`src/rtl/nes_pad_poller_if.sv`:
```
// rtl/nes_pad_poller_if.sv - pad pins and snapshot signals of the NES/SNES pad poller
interface nes_pad_poller_if #(
    parameter int NUM_PADS = 2,
    parameter int BITS     = 8
);
    logic                     enable;
    logic                     poll_now;
    logic [NUM_PADS-1:0]      nes_data;
    logic                     nes_latch;
    logic                     nes_clk;
    logic [NUM_PADS*BITS-1:0] buttons;
    logic                     valid;
    logic                     busy;
    logic                     overrun;

    modport master (
        input  enable, poll_now, nes_data,
        output nes_latch, nes_clk, buttons, valid, busy, overrun
    );

    modport slave (
        output enable, poll_now, nes_data,
        input  nes_latch, nes_clk, buttons, valid, busy, overrun
    );
endinterface

```
`src/rtl/nes_pad_poller.sv`:
```
// rtl/nes_pad_poller.sv - latch/clock generator and parallel shift-in of NES/SNES pads
module nes_pad_poller #(
    parameter int NUM_PADS    = 2,
    parameter int BITS        = 8,
    parameter int CLK_DIV     = 6,
    parameter int POLL_PERIOD = 2000
) (
    input  logic              clk,
    input  logic              reset,
    nes_pad_poller_if.master  pad_bus
);
    localparam int PH_W   = $clog2(2 * CLK_DIV);
    localparam int BIT_W  = (BITS > 1) ? $clog2(BITS) : 1;
    localparam int TMR_W  = $clog2(POLL_PERIOD);
    localparam int SNAP_W = NUM_PADS * BITS;

    localparam logic [PH_W-1:0]  LATCH_LAST = PH_W'(2 * CLK_DIV - 1);
    localparam logic [PH_W-1:0]  HALF_LAST  = PH_W'(CLK_DIV - 1);
    localparam logic [BIT_W-1:0] BIT_LAST   = BIT_W'(BITS - 1);
    localparam logic [TMR_W-1:0] TMR_LAST   = TMR_W'(POLL_PERIOD - 1);

    localparam logic [2:0] ST_IDLE  = 3'd0;
    localparam logic [2:0] ST_LATCH = 3'd1;
    localparam logic [2:0] ST_LOW   = 3'd2;
    localparam logic [2:0] ST_HIGH  = 3'd3;
    localparam logic [2:0] ST_DONE  = 3'd4;

    logic [2:0]        state_q, state_d;
    logic [PH_W-1:0]   phase_q, phase_d;
    logic [BIT_W-1:0]  bit_q, bit_d;
    logic [TMR_W-1:0]  timer_q, timer_d;
    logic [SNAP_W-1:0] shift_q, shift_d;
    logic              overrun_q, overrun_d;
    logic              latch_q, nclk_q, busy_q, valid_q;
    logic [SNAP_W-1:0] buttons_q;
    logic              tick;

    assign tick = pad_bus.enable && (timer_q == TMR_LAST);

    always_comb begin
        state_d   = state_q;
        phase_d   = phase_q;
        bit_d     = bit_q;
        shift_d   = shift_q;
        timer_d   = '0;
        overrun_d = overrun_q | (tick && (state_q != ST_IDLE));

        if (pad_bus.enable && !tick) begin
            timer_d = timer_q + 1'b1;
        end

        case (state_q)
            ST_IDLE: begin
                phase_d = '0;
                bit_d   = '0;
                if (pad_bus.poll_now || tick) begin
                    state_d = ST_LATCH;
                end
            end
            ST_LATCH: begin
                if (phase_q == LATCH_LAST) begin
                    phase_d = '0;
                    state_d = ST_LOW;
                end else begin
                    phase_d = phase_q + 1'b1;
                end
            end
            ST_LOW: begin
                if (phase_q == HALF_LAST) begin
                    // Sample just before the rising nes_clk edge that shifts the pads on.
                    for (int p = 0; p < NUM_PADS; p++) begin
                        shift_d[p * BITS + int'(bit_q)] = pad_bus.nes_data[p];
                    end
                    phase_d = '0;
                    state_d = (bit_q == BIT_LAST) ? ST_DONE : ST_HIGH;
                end else begin
                    phase_d = phase_q + 1'b1;
                end
            end
            ST_HIGH: begin
                if (phase_q == HALF_LAST) begin
                    phase_d = '0;
                    bit_d   = bit_q + 1'b1;
                    state_d = ST_LOW;
                end else begin
                    phase_d = phase_q + 1'b1;
                end
            end
            ST_DONE: begin
                state_d = ST_IDLE;
            end
            default: begin
                state_d = ST_IDLE;
            end
        endcase
    end

    always_ff @(posedge clk or posedge reset) begin
        if (reset) begin
            state_q   <= ST_IDLE;
            phase_q   <= '0;
            bit_q     <= '0;
            timer_q   <= '0;
            shift_q   <= '0;
            overrun_q <= 1'b0;
            latch_q   <= 1'b0;
            nclk_q    <= 1'b0;
            busy_q    <= 1'b0;
            valid_q   <= 1'b0;
            buttons_q <= '0;
        end else begin
            state_q   <= state_d;
            phase_q   <= phase_d;
            bit_q     <= bit_d;
            timer_q   <= timer_d;
            shift_q   <= shift_d;
            overrun_q <= overrun_d;
            // Pin and status outputs are decoded from the next state so they are registered.
            latch_q   <= (state_d == ST_LATCH);
            nclk_q    <= (state_d == ST_HIGH);
            busy_q    <= (state_d != ST_IDLE);
            valid_q   <= (state_d == ST_DONE);
            if (state_d == ST_DONE) begin
                buttons_q <= ~shift_d;
            end
        end
    end

    assign pad_bus.nes_latch = latch_q;
    assign pad_bus.nes_clk   = nclk_q;
    assign pad_bus.busy      = busy_q;
    assign pad_bus.valid     = valid_q;
    assign pad_bus.overrun   = overrun_q;
    assign pad_bus.buttons   = buttons_q;
endmodule

```
`src/flat_wrapper.sv`:
```
// flat-port wrapper written by rule: the top's interface ports become plain ports
module nes_pad_poller_flat 
#(
    parameter int NUM_PADS    = 2,
    parameter int BITS        = 8,
    parameter int CLK_DIV     = 6,
    parameter int POLL_PERIOD = 2000
)
  (clk, reset, pad_bus_enable, pad_bus_poll_now, pad_bus_nes_data, pad_bus_nes_latch, pad_bus_nes_clk, pad_bus_buttons, pad_bus_valid, pad_bus_busy, pad_bus_overrun);
  nes_pad_poller_if #(.NUM_PADS(NUM_PADS), .BITS(BITS)) pad_bus_i ();
  input  logic clk;
  input  logic reset;
  input wire logic [$bits(pad_bus_i.enable)-1:0] pad_bus_enable;
  input wire logic [$bits(pad_bus_i.poll_now)-1:0] pad_bus_poll_now;
  input wire logic [$bits(pad_bus_i.nes_data)-1:0] pad_bus_nes_data;
  output wire logic [$bits(pad_bus_i.nes_latch)-1:0] pad_bus_nes_latch;
  output wire logic [$bits(pad_bus_i.nes_clk)-1:0] pad_bus_nes_clk;
  output wire logic [$bits(pad_bus_i.buttons)-1:0] pad_bus_buttons;
  output wire logic [$bits(pad_bus_i.valid)-1:0] pad_bus_valid;
  output wire logic [$bits(pad_bus_i.busy)-1:0] pad_bus_busy;
  output wire logic [$bits(pad_bus_i.overrun)-1:0] pad_bus_overrun;
  assign pad_bus_i.enable = pad_bus_enable;
  assign pad_bus_i.poll_now = pad_bus_poll_now;
  assign pad_bus_i.nes_data = pad_bus_nes_data;
  assign pad_bus_nes_latch = pad_bus_i.nes_latch;
  assign pad_bus_nes_clk = pad_bus_i.nes_clk;
  assign pad_bus_buttons = pad_bus_i.buttons;
  assign pad_bus_valid = pad_bus_i.valid;
  assign pad_bus_busy = pad_bus_i.busy;
  assign pad_bus_overrun = pad_bus_i.overrun;
  nes_pad_poller #(.NUM_PADS(NUM_PADS), .BITS(BITS), .CLK_DIV(CLK_DIV), .POLL_PERIOD(POLL_PERIOD)) u_core (.clk(clk), .reset(reset), .pad_bus(pad_bus_i));
endmodule
```
`config.mk`:
```
export PLATFORM = sky130hd
export DESIGN_NAME = nes_pad_poller_flat
export DESIGN_NICKNAME = d
export VERILOG_FILES = /design/src/rtl/nes_pad_poller_if.sv /design/src/rtl/nes_pad_poller.sv /design/src/flat_wrapper.sv
export SDC_FILE = /design/constraint.sdc
export NUM_CORES = 1
export LEC_CHECK = 0
export ABC_AREA = 1
export CORE_ASPECT_RATIO = 0.7
export CORE_MARGIN = 4
export CORE_UTILIZATION = 51
export CTS_CLUSTER_DIAMETER = 40
export DETAILED_ROUTE_END_ITERATION = 7
export MAX_ROUTING_LAYER = met4
export PLACE_DENSITY = 0.83
export SKIP_CTS_REPAIR_TIMING = 1
export SLEW_MARGIN = 20
export SYNTH_ARGS = -nofsm -noshare
export SYNTH_HDL_FRONTEND = slang
export SYNTH_SLANG_ARGS = --single-unit
```
`constraint.sdc`:
```
create_clock -name clk -period 3.16 [get_ports clk]
set_input_delay 0.474 -clock clk [delete_from_list [all_inputs] [get_ports clk]]
set_output_delay 0.474 -clock clk [all_outputs]
set_load 0.02 [all_outputs]
```
Word-level counts from Yosys, hierarchy flattened

Index checks and enable logic that the tools add are counted.

Register bits after elaboration: 58
Output and inout bits: 21
Input bits: 6

Bitwise gates (word level): 2
Mux-type cells: 20
Add/subtract/negate cells: 4
Equal/unequal tests: 11
Reduce and logical (&&, ||, !) cells: 14
Order comparisons: 4

Operators by type and width:

| cell                    | number |
|---|---|
| $bwmux W16              | 2 |
| $ge A32 B1 Y1 const B   | 1 |
| $lt A32 B6 Y1 const B   | 1 |
| $mux W16                | 2 |
| $mux W3                 | 6 |
| $not A16 Y16            | 1 |
| $pmux W3 S4             | 1 |
| $pmux W4 S3             | 1 |
| $add A11 B1 Y11 const B | 1 |
| $eq A11 B11 Y1 const B  | 1 |
| $mux W11                | 1 |
| $eq A3 B2 Y1 const B    | 3 |
| $reduce_bool A3 Y1      | 3 |
| $mux W4                 | 2 |
| $eq A3 B1 Y1 const B    | 2 |
| $eq A3 B3 Y1 const B    | 2 |
| $pmux W3 S2             | 1 |
| $add A4 B3 Y5 const A   | 1 |
| $logic_and A1 B1 Y1     | 5 |
| $lt A3 B5 Y1 const B    | 1 |
| $add A4 B1 Y4 const B   | 1 |
| $demux W1 S4            | 1 |
| $eq A4 B3 Y1 const B    | 1 |
| $eq A4 B4 Y1 const B    | 1 |
| other kinds (12)        | 13 |

Depth between registers and ports, before layout

Depth in word-level cells: 9
Gate-level depth with buffers: 10

Worst setup path before layout

OpenSTA, ideal clock, no wires.

Path kind: reg2reg
From: register u_core.phase_q[1]
To: register u_core.buttons_q[0] (netlist: u_core.pad_bus.buttons[0])
Period minus slack after synthesis: 1.439 ns
Stages on the path, launching flop included: 11
Path slack: 1.721 ns
Buffers on the path: 1
Library setup time: 0.123 ns
Data arrival time: 1.317 ns
Path through: dfrtp_1 inv_1 ha_1 nand2_2 nor2_4 nand2_4 nor2_4 inv_2 buf_2 nand2_1 o21ai_1

Cells in the longest elaborated chain, start to end: 4

Ends and longest elaborated chain:

| element                                      | RTL line                                                         | RTL |
|---|---|---|
| from (decl)                                  | nes_pad_poller.sv:29                                             | `logic [PH_W-1:0] phase_q, phase_d;` |
| from (signal assigned)                       | nes_pad_poller.sv:113                                            | `phase_q <= phase_d;` |
| $eq A4 B3 Y1 or $eq A4 B4 Y1 (tied branches) | nes_pad_poller.sv:69, nes_pad_poller.sv:81, nes_pad_poller.sv:61 |  |
| $mux W3, on equally long branches            | nes_pad_poller.sv:81, nes_pad_poller.sv:61, nes_pad_poller.sv:69 |  |
| $pmux W3 S4 (*)                              | nes_pad_poller.sv:52                                             | `case (state_q)` |
| named net u_core.state_d[2]                  | nes_pad_poller.sv:28                                             | `logic [2:0] state_q, state_d;` |
| $eq A3 B3 Y1 (*)                             | nes_pad_poller.sv:123                                            | `if (state_d == ST_DONE) begin` |
| to (signal assigned)                         | nes_pad_poller.sv:124                                            | `buttons_q <= ~shift_d;` |
| to (decl)                                    | nes_pad_poller.sv:35                                             | `logic [SNAP_W-1:0] buttons_q;` |

Mark *: on every way through the listed nets, which the timed path passes. The rest lies on a longest branch.
A chain may end at the register's enable or synchronous reset.

Worst setup path after layout

From: register u_core.bit_q[0]
To: register u_core.buttons_q[3] (netlist: u_core.pad_bus.buttons[3])

RTL lines:

| element                     | RTL line              | RTL |
|---|---|---|
| from (decl)                 | nes_pad_poller.sv:30  | `logic [BIT_W-1:0] bit_q, bit_d;` |
| from (signal assigned)      | nes_pad_poller.sv:114 | `bit_q <= bit_d;` |
| $eq A3 B3 Y1                | nes_pad_poller.sv:75  | `state_d = (bit_q == BIT_LAST) ? ST_DONE : ST_HIGH;` |
| $mux W3                     | nes_pad_poller.sv:75  |  |
| $mux W3                     | nes_pad_poller.sv:69  | `if (phase_q == HALF_LAST) begin` |
| $pmux W3 S4                 | nes_pad_poller.sv:52  |  |
| named net u_core.state_d[2] | nes_pad_poller.sv:28  |  |
| $eq A3 B3 Y1                | nes_pad_poller.sv:123 |  |

The timed path passes the listed nets, and every way through them passes these cells.

==> Flow_metrics.wiki <==
{| class="wikitable"
! Metric !! Value
|-
| Count of synthesis-stage warnings from yosys || 0
|-
| Tightest Pin Transition || 0.6876 ns
|-
| Worst-case headroom to the max-slew limit || 54.16%
|-
| Number of synthesized register bits || 58
|-
| Final Non-Filler Cells || 407
|-
| Initial antenna violation count || 0
|-
| Slack of the worst reg-to-reg path || 1.37 ns
|-
| Via count of the first global-routing pass || 1,920
|-
| Height of the die || 68.47 µm
|-
| Category of the most critical setup path || flop to flop
|-
| Most used standard cell by instance count after synthesis || nand2_1
|-
| Total routing resource utilization after global routing || 18.10%
|-
| Sequential-to-total area share from yosys stat || 54.49%
|-
| Clock transition at the registers of the reported paths || 0.06 ns
|-
| Quantity of I/O buffers inserted on ports || 26
|-
| Switching power share of the total || 20.60%
|-
| Fraction of power consumed by sequential logic || 49.4%
|-
| Simple-gate share of the synthesized area || 30.30%
|-
| Cell types occupying the most area after synthesis || dfrtp_1 (54%), nand2_1 (13%), nand3_1 (6.0%), inv_1 (3.5%), nor2_4 (3.4%)
|-
| Cells after synthesis || 302
|-
| Die ar. || 0.006462 mm²
|-
| Final design area excluding fillers || 0.003194 mm²
|-
| Synth async-reset ratio || 100.0%
|-
| Capturing element type of the critical path || flop
|-
| Fraction of the mapped netlist area in compound gates || 6.717%
|-
| Top-Level Pins || 27
|-
| Share of post-route cells with drive strength above 1 || 12.72%
|-
| Number of vias per cell || 5.071
|-
| Final core occ || 65.01%
|-
| Distinct cell type count of the synthesized netlist || 25
|-
| Clock network fraction of design power || 48.0%
|-
| Pin count of the biggest net entering global routing || 59
|-
| Dominant combinational cell family by area after synthesis || simple AND/OR/NAND/NOR gates
|-
| Post-synth EDFFs || 0
|-
| Most area-hungry cell type in the Yosys netlist || dfrtp_1
|-
| Top-area cell type share of the netlist area || 54.49%
|-
| TritonCTS clock tree || built
|-
| Maximum fanout count along the critical path || 33
|-
| Number of max-capacitance violations reported || 0
|-
| Final period util || 56.50%
|-
| Effective utilization at floorplan || 54.21%
|-
| Max Clock Freq || 0.5601 GHz
|-
| Wire length per cell after detailed routing || 12.12 µm
|-
| Wire length of the first global-routing pass || 8466 µm
|-
| Switching pwr || 314.1 µW
|-
| Post-Route Skew || 0.007221 ns
|-
| Mux contribution to synthesized area || 0%
|-
| Setup TNS Final || 0 ns
|-
| Total nets after synthesis || 313
|-
| Maximum resistive drop on vdd || 0.2920 mV
|-
| Total number of nets in the final design || 344
|-
| Placement-stage cell area || 0.002970 mm²
|-
| Dominant register cell in the synthesized netlist || dfrtp_1
|-
| 1st-iter DRT viols || 175
|-
| Synth Cell Area || 0.002664 mm²
|-
| Detailed-route via count || 2,064
|-
| # rows || 21
|-
| Number of iterations in the first detailed-routing pass || 4
|-
| Data arrival time of the worst path || 2.05 ns
|-
| Core area || 0.004913 mm²
|-
| Clock Sinks || 58
|-
| Die extent in x || 94.38 µm
|-
| Drc violations || 0
|-
| CP required || 3.42 ns
|-
| H-tree depth reported by CTS || 3
|-
| Critical path launch point type || flop
|-
| Remaining Overflow, GRT || 0
|-
| Leakage || 0.001494 µW
|-
| Source-to-sink clock delay at the later pin of the worst-skew pair || 0.34 ns
|-
| Synthesized area per cell || 8.821 µm²
|-
| Post-route antenna net violation count || 0
|-
| Unrepaired setup endpoints after global routing || false
|-
| Share of synthesized cell area in full adder, half adder and majority cells || 2.349%
|-
| Wire length reported by the detailed router || 4931 µm
|-
| HPWL reported at the end of detailed placement || 3530 µm
|-
| Cell-internal power || 1211 µW
|-
| Routability-driven placement congestion ratio || 0.8142
|-
| Cell total after placement || 391
|-
| Worst Hold Class || flop to flop
|-
| Number of clock buffers inserted by TritonCTS || 9
|-
| Commonest cells in the netlist || nand2_1 (90), dfrtp_1 (58), nand3_1 (32)
|-
| Outcome || finished, final reports clean
|-
| Max-slew violation count || 0
|-
| Layout Area Growth over Synthesis || 19.92%
|-
| Combinational fraction of design power || 2.5%
|-
| Setup-violating endpoint count in the final report || 0
|-
| Count of endpoints failing hold in the final timing report || 0
|-
| Buffer levels on the longest clock path || 2
|-
| Diode count || 0
|-
| Library cell used as clock root buffer || clkbuf_8
|-
| Power per cell area || 477.3 mW/mm²
|-
| Area share of xor/xnor cells in the synthesized design || 0.3288%
|-
| Period minus WS final || 1.785 ns
|}
registers in the layout (all words and copies together), names as in the netlist:
name / cells
u_core.pad_bus.busy: 1
u_core.bit_q: 3
u_core.pad_bus.valid: 1
u_core.shift_q: 16
u_core.pad_bus.nes_clk: 1
u_core.pad_bus.overrun: 1
u_core.timer_q: 11
u_core.state_q: 3
u_core.pad_bus.buttons: 16
u_core.phase_q: 4
u_core.pad_bus.nes_latch: 1
layout by cell type (no fill, tap or decap), drive strengths merged, types with 2 or more instances in the layout:
master and instances:
nand2 95, dfrtp 58, nor2 33, nand3 32, inv 28, clkdlybuf4s50 26, o21ai 23, clkbuf 13
nor3 6, a21oi 6, ha 5, nor3b 4, nand4 3, clkinvlp 2
final timing paths:
kind | from | endpoint | depth (start not counted)
hold / removal | u_core.shift_q[14]$_DFF_PP0_ | u_core.shift_q[14]$_DFF_PP0_ | 2
min in group asynchronous | reset | u_core.pad_bus.valid$_DFF_PP0_ | 3
setup / recovery | u_core.bit_q[0]$_DFFE_PP0P_ | u_core.pad_bus.buttons[3]$_DFFE_PP0N_ | 7
setup reg to reg | u_core.bit_q[0]$_DFFE_PP0P_ | u_core.pad_bus.buttons[3]$_DFFE_PP0N_ | 7
hold reg to reg | u_core.shift_q[14]$_DFF_PP0_ | u_core.shift_q[14]$_DFF_PP0_ | 2
max in group asynchronous | reset | u_core.timer_q[0]$_DFF_PP0_ | 3
metrics by stage:
step	power [µW]	setup WS, ns	hold WS, ns
2_1_floorplan	791.0	1.258	0.4399
3_3_place_gp	806.1	1.466	0.4567
3_5_place_dp	807.0	1.383	0.4600
4_1_cts	1545	1.355	0.4734
5_1_grt	1582	1.203	0.4950
6_report	1525	1.375	0.4728
power by group through the flow:
stage,Clock [µW],Sequential (µW),Combinational [µW]
floorplan,0,766,24.5
global placement,0,767,38.8
detailed placement,0,767,39.7
CTS,751,754,39.8
global route,784,754,44.9
finish,733,754,38.3
per-layer routing:
layer | global-route usage (%) | up-vias | part of all wire [%] | wire length, µm
li1 | - | 1030 | - | -
met1 | 21.99 | 968 | 47 | 2334
met2 | 27.56 | 57 | 44 | 2179
met3 | 7.912 | 9 | 7.0 | 344
met4 | 5.586 | 0 | 1.5 | 72
met5 | - | - | 0 | 0
kinds of logic (layout without fill, tap and decap cells):
kind of cell	after synthesis	count (layout)
DFF	58	58
adders and majority gates	5	5
buffers and inverters	35	71
and+or+nand+nor	173	173
AOI/OAI and AO/OA	30	30
xor gates and xnor gates	1	1
worst max-delay path: stages, from the launching register on:
cell,delay [ns]
dfrtp_1,0.45
ha_1,0.24
ha_1,0.22
nand2_4,0.10
nor2_4,0.04
inv_2,0.42
nand2_1,0.13
o21ai_1,0.11
cell type report:
class	instances	area (µm²)
Clock buffer	13	178.9
Clock inverter	3	45.04
Fill cell	393	1719
Inverter	28	107.6
Multi-Input combinational cell	209	1057
Sequential cell	58	1451
Tap cell	69	86.33
Timing Repair Buffer	27	267.8
Note: power is estimated with default switching activity, not from simulation.
